**src/rtl/spi_cmd_receiver_if.sv**
```systemverilog
// Command FIFO write port between the SPI receiver and the command FIFO.
// The receiver is the master: it drives the word and strobes, the FIFO reports full.
interface spi_cmd_receiver_if #(
  parameter int WORD_WIDTH = 8
);
  logic [WORD_WIDTH-1:0] command_wrdata;
  logic                  command_push;
  logic                  command_first;
  logic                  command_full;

  modport master (
    output command_wrdata,
    output command_push,
    output command_first,
    input  command_full
  );

  modport slave (
    input  command_wrdata,
    input  command_push,
    input  command_first,
    output command_full
  );
endinterface

```
**src/rtl/spi_cmd_receiver.sv**
```systemverilog
// SPI slave front end: synchronises the SPI pins into clk, deserialises
// LANES bits per rising spi_clk edge and pushes WORD_WIDTH words to the FIFO.
module spi_cmd_receiver #(
  parameter int WORD_WIDTH     = 8,
  parameter int LANES          = 1,
  parameter bit CS_ACTIVE_HIGH = 1'b1,
  parameter int SYNC_STAGES    = 2,
  parameter int CNT_WIDTH      = 8
) (
  input  logic                  clk,
  input  logic                  rst,
  input  logic                  spi_clk,
  input  logic                  spi_cs,
  input  logic [LANES-1:0]      spi_data,
  spi_cmd_receiver_if.master    cmd,
  output logic                  frame_abort,
  output logic [CNT_WIDTH-1:0]  drop_count,
  output logic [CNT_WIDTH-1:0]  abort_count
);

  localparam int BCW = $clog2(WORD_WIDTH + 1);
  localparam int LS  = SYNC_STAGES - 1;
  localparam logic [BCW-1:0] STEP = BCW'(LANES);
  localparam logic [BCW-1:0] LAST = BCW'(WORD_WIDTH - LANES);

  typedef enum logic {
    IDLE,
    SELECTED
  } state_t;

  // CS is normalised to "selected" before the synchroniser,
  // so a reset chain of zeros always means "not selected".
  logic cs_pin_act;

  assign cs_pin_act = CS_ACTIVE_HIGH ? spi_cs : ~spi_cs;

  logic [SYNC_STAGES-1:0]            clk_q;
  logic [SYNC_STAGES-1:0]            cs_q;
  logic [SYNC_STAGES-1:0][LANES-1:0] dat_q;
  logic                              clk_prev;

  always_ff @(posedge clk or posedge rst) begin
    if (rst) begin
      clk_q    <= '0;
      cs_q     <= '0;
      dat_q    <= '0;
      clk_prev <= 1'b0;
    end else begin
      clk_q    <= {clk_q[LS-1:0], spi_clk};
      cs_q     <= {cs_q[LS-1:0], cs_pin_act};
      dat_q    <= {dat_q[LS-1:0], spi_data};
      clk_prev <= clk_q[LS];
    end
  end

  logic             cs_s;
  logic             rise;
  logic [LANES-1:0] dat_s;

  assign cs_s  = cs_q[LS];
  assign dat_s = dat_q[LS];
  assign rise  = clk_q[LS] & ~clk_prev;

  state_t                state;
  logic [WORD_WIDTH-1:0] shift;
  logic [WORD_WIDTH-1:0] shift_nxt;
  logic [BCW-1:0]        bitcnt;
  logic                  first_pend;

  assign shift_nxt = WORD_WIDTH'({shift, dat_s});

  always_ff @(posedge clk or posedge rst) begin
    if (rst) begin
      state              <= IDLE;
      shift              <= '0;
      bitcnt             <= '0;
      first_pend         <= 1'b0;
      cmd.command_push   <= 1'b0;
      cmd.command_wrdata <= '0;
      cmd.command_first  <= 1'b0;
      frame_abort        <= 1'b0;
      drop_count         <= '0;
      abort_count        <= '0;
    end else begin
      cmd.command_push   <= 1'b0;
      cmd.command_wrdata <= '0;
      cmd.command_first  <= 1'b0;
      frame_abort        <= 1'b0;
      unique case (state)
        IDLE: begin
          bitcnt <= '0;
          shift  <= '0;
          if (cs_s) begin
            state      <= SELECTED;
            first_pend <= 1'b1;
          end
        end
        SELECTED: begin
          // Deselect takes priority over a coincident edge.
          if (!cs_s) begin
            state  <= IDLE;
            bitcnt <= '0;
            shift  <= '0;
            if (bitcnt != '0) begin
              frame_abort <= 1'b1;
              if (abort_count != '1)
                abort_count <= abort_count + 1'b1;
            end
          end else if (rise) begin
            if (bitcnt == LAST) begin
              bitcnt     <= '0;
              shift      <= '0;
              first_pend <= 1'b0;
              if (cmd.command_full) begin
                if (drop_count != '1)
                  drop_count <= drop_count + 1'b1;
              end else begin
                cmd.command_push   <= 1'b1;
                cmd.command_wrdata <= shift_nxt;
                cmd.command_first  <= first_pend;
              end
            end else begin
              bitcnt <= bitcnt + STEP;
              shift  <= shift_nxt;
            end
          end
        end
        default: state <= IDLE;
      endcase
    end
  end

endmodule

```
**src/flat_wrapper.sv**
```systemverilog
// flat-port wrapper written by rule: the top's interface ports become plain ports
module spi_cmd_receiver_flat 
#(
  parameter int WORD_WIDTH     = 8,
  parameter int LANES          = 1,
  parameter bit CS_ACTIVE_HIGH = 1'b1,
  parameter int SYNC_STAGES    = 2,
  parameter int CNT_WIDTH      = 8
)
  (clk, rst, spi_clk, spi_cs, spi_data, frame_abort, drop_count, abort_count, cmd_command_wrdata, cmd_command_push, cmd_command_first, cmd_command_full);
  spi_cmd_receiver_if #(.WORD_WIDTH(WORD_WIDTH)) cmd_i ();
  input  logic clk;
  input  logic rst;
  input  logic spi_clk;
  input  logic spi_cs;
  input  logic [LANES-1:0] spi_data;
  output logic frame_abort;
  output logic [CNT_WIDTH-1:0] drop_count;
  output logic [CNT_WIDTH-1:0] abort_count;
  output wire logic [$bits(cmd_i.command_wrdata)-1:0] cmd_command_wrdata;
  output wire logic [$bits(cmd_i.command_push)-1:0] cmd_command_push;
  output wire logic [$bits(cmd_i.command_first)-1:0] cmd_command_first;
  input wire logic [$bits(cmd_i.command_full)-1:0] cmd_command_full;
  assign cmd_command_wrdata = cmd_i.command_wrdata;
  assign cmd_command_push = cmd_i.command_push;
  assign cmd_command_first = cmd_i.command_first;
  assign cmd_i.command_full = cmd_command_full;
  spi_cmd_receiver #(.WORD_WIDTH(WORD_WIDTH), .LANES(LANES), .CS_ACTIVE_HIGH(CS_ACTIVE_HIGH), .SYNC_STAGES(SYNC_STAGES), .CNT_WIDTH(CNT_WIDTH)) u_core (.clk(clk), .rst(rst), .spi_clk(spi_clk), .spi_cs(spi_cs), .spi_data(spi_data), .cmd(cmd_i), .frame_abort(frame_abort), .drop_count(drop_count), .abort_count(abort_count));
endmodule
```
**config.mk**
```make
export PLATFORM = sky130hd
export DESIGN_NAME = spi_cmd_receiver_flat
export DESIGN_NICKNAME = d
export VERILOG_FILES = /design/src/rtl/spi_cmd_receiver_if.sv /design/src/rtl/spi_cmd_receiver.sv /design/src/flat_wrapper.sv
export SDC_FILE = /design/constraint.sdc
export NUM_CORES = 1
export LEC_CHECK = 0
export CAP_MARGIN = 30
export CORE_MARGIN = 2
export CORE_UTILIZATION = 51
export CTS_CLUSTER_SIZE = 28
export DETAILED_ROUTE_END_ITERATION = 10
export PLACE_DENSITY = 0.85
export SYNTH_ARGS = -nofsm -noshare
export SYNTH_HDL_FRONTEND = slang
export SYNTH_SLANG_ARGS = --single-unit
```
**constraint.sdc**
```tcl
create_clock -name clk -period 2.5 [get_ports clk]
set_input_delay 0.375 -clock clk [delete_from_list [all_inputs] [get_ports clk]]
set_output_delay 0.375 -clock clk [all_outputs]
set_load 0.05 [all_outputs]
```
==> impl_metrics.ini <==
[run_status]
status = completed

[global_routing]
first_global_vias = 1194
global_route.overflow_total = 0
grt.total_usage = 0.1673
pin_count_of_the_biggest_net_entering_global_routing = 48
grt_antenna_before_repair = 0
grt_first_pass_wirelength_microns = 5464

[timing]
clock.fmax_mhz = 491.5
final.min_clock_period_ns = 2.034
worst_slew_slack_as_a_fraction_of_its_limit = 0.3807
worst_slew_pin_slew_ns = 0.9276
finalHoldViolCount = 0
setup_tns_ns = 0
timing_max_transition_violations_final = 0
final-setup-viol-count = 0
grt_setup_unrepaired = no
layout_worst_path_cycle_share = 0.8138
clock-skew-final_ns = 0.01047
whs_ns = 0.3666

[yosys]
cell_types_with_the_largest_area_share_after_synthesis = sky130_fd_sc_hd__dfrtp_1 (63%), sky130_fd_sc_hd__a22o_1 (3.8%), sky130_fd_sc_hd__xor2_1 (3.3%), sky130_fd_sc_hd__and2_1 (3.0%), sky130_fd_sc_hd__xnor2_1 (2.8%)
yosys.cell_types.count = 31
syn-mean-instance-area_sq_um = 13.05
synth.cell_area_sq_um = 1867
synthesis_warning_total = 0
syn_nets = 153
sequential_share_of_the_synthesized_area = 0.6300
synth_top_area_share = 0.6300
synth-seq-cells = 47
netlist.top_cell.by_area = sky130_fd_sc_hd__dfrtp_1
synthesis.instances = 143

[detailed_routing]
drt_first_iter_violations = 75
number_of_optimization_iterations_in_the_first_detailed_route_pass = 4
wire_per_inst_microns = 13.35
drc = 0
drt-total-wl_microns = 3058
postRouteAntennaNets = 0
viasPerCell = 5.332
dr_total_vias = 1221

[final_layout]
antenna_cells_inserted = 0
syn_to_final_growth_pct = 23.19
layout.cells.most_common = sky130_fd_sc_hd__dfrtp_1
post_route_cells_drive_above_1_share = 0.09836
most_frequent_cells_in_the_layout = sky130_fd_sc_hd__dfrtp_1 (47), sky130_fd_sc_hd__clkdlybuf4s50_1 (32), sky130_fd_sc_hd__and2_1 (9)
design.final.nets = 192
fillerInstances = 251
post-route-cell-area_sq_um = 2300

[worst_setup_path]
critical-path-top-delay-family = buffers and inverters
timing.critical_path.to_type = output pin
worstSetupPathType = reg -> out
critical-path-max-stage-delay_ns = 0.85
critical_path.startpoint = u_core.drop_count[0]
count_of_buffering_cells_on_the_critical_path_with_inverters_included = 1
crit_chain = clkdlybuf4s50_1
crit_path_required_time_ns = 2.12
worstReg2RegStart = u_core.drop_count[0]
startpoint_type = flip-flop
worst_path_max_delay_cell = sky130_fd_sc_hd__clkdlybuf4s50_1
cp_max_fo = 6
critical_path_data_arrival_time_ns = 1.66

[floorplan]
floorplan.rows = 21
die_area_sq_um = 4160
fp.dieW_microns = 64.50
initial_core_util = 0.5465
fp.coreArea_sq_um = 3416
io_pins = 33
dieHeight_microns = 64.50

[cts]
clk_pin_slew_ns = 0.12
cts.hold.buffers_added = 0
cts.sink_count = 47
post_cts_buffers = 0
cts_repair_resize_count = 0
cts_max_path_buffers = 2
clock_tree_from_tritoncts = done
worstSkewPairLatency_ns = 0.34
tritoncts.num_buffers = 5
h-tree-depth = 2
clock_tree.root_cell = sky130_fd_sc_hd__clkbuf_4

[power_and_ir_drop]
max-vdd-ir-drop_mv = 0.3404
total_leakage_power_nw = 1.061
pwr_cell_area_nw_per_um2 = 567.2

[placement]
dpl_cell_area_sq_um = 2247
gp_congestion = 0.7888
numPortBuffers = 32
dpl.hpwl_microns = 2256

[run]
max_cap_violations = 0

[min_path]
timing.hold.worst.start = u_core.dat_q[0]
hold_path_class = reg -> reg
-- registers in the layout, indices dropped and copies added (netlist names) --
register	flops
u_core.bitcnt	4
u_core.cs_q	2
u_core.cmd.command_push	1
u_core.abort_count	8
u_core.cmd.command_wrdata	8
u_core.clk_prev	1
u_core.dat_q	1
u_core.state	1
u_core.cmd.command_first	1
u_core.frame_abort	1
u_core.dat_s	1
u_core.clk_q	2
u_core.shift	7
u_core.drop_count	8
u_core.first_pend	1
-- synth_stat cells (all sizes together) --
master   number
nand2         8
inv           6
nor2          6
buf           1
nand3         8
nor4          1
nor3          3
o21a          1
nand4b        2
a21oi         1
and2b         1
mux2          5
and3          3
and4          4
a22o          8
nand4         4
o21ai         2
nor2b         1
or3b          1
nor4b         1
xnor2         6
dfrtp        47
nand2b        1
and2          9
nand3b        1
xor2          7
ha            4
a2111oi       1
-- final cells by class --
type	count	area, sq um	share of cell area
clock buffer	5	37.54	0.01632
clock inverter	3	15.01	0.006529
inverter	6	22.52	0.009793
multi-input combinational	89	663.1	0.2884
sequential	47	1176	0.5114
tap	46	57.56	0.02503
timing repair buffer	33	327.8	0.1425
-- per-stage QoR --
stage | cells | setup slack (ns) | utilization | power (W)
final | 229 | 0.4655 | 0.6733 | 0.001304
after global routing | 229 | 0.3943 | 0.6733 | 0.001372
after CTS | 229 | 0.4428 | 0.6733 | 0.001321
after detailed placement | 221 | 0.5311 | 0.6579 | 0.001000
after global placement | 221 | 0.5672 | 0.6579 | 0.0009953
after floorplan | 143 | 0.4352 | - | 0.0009373
-- worst paths after layout --
check                                               end  slack, ns  depth (start not counted)
worst max-delay path                      drop_count[0]       0.47                          1
worst min-delay path                       u_core.dat_s       0.37                          0
worst max register to register     u_core.drop_count[1]       0.58                          4
worst min register to register             u_core.dat_s       0.37                          0
max in group asynchronous               u_core.clk_prev       1.37                          2
min in group asynchronous       u_core.cmd.command_push       0.55                          2
-- cell families (layout without fill, tap and decap cells) --
family          Yosys count  after routing  synth area share
flops                    47             47            0.6300
buf+inv                   7             47           0.01474
simple gates             54             54            0.1709
mux                       5              5           0.03217
compound gates           13             13           0.06435
fa+ha+maj                 4              4           0.02681
xor+xnor                 13             13           0.06099
-- report_power, final --
group | switching, W | internal, W | total (W)
combinational | 0.000107 | 0.0000568 | 0.000163
clock | 0.000216 | 0.000105 | 0.000321
sequential | 0.0000345 | 0.000785 | 0.000820
total | 0.000357 | 0.000947 | 0.00130
-- metal layers --
layer,track usage,share of wire
met1,0.2094,0.44
met4,0.05053,0.0078
met2,0.2904,0.51
met3,0.03819,0.036
met5,0,0
No activity file was read; power rests on OpenSTA's default activity.
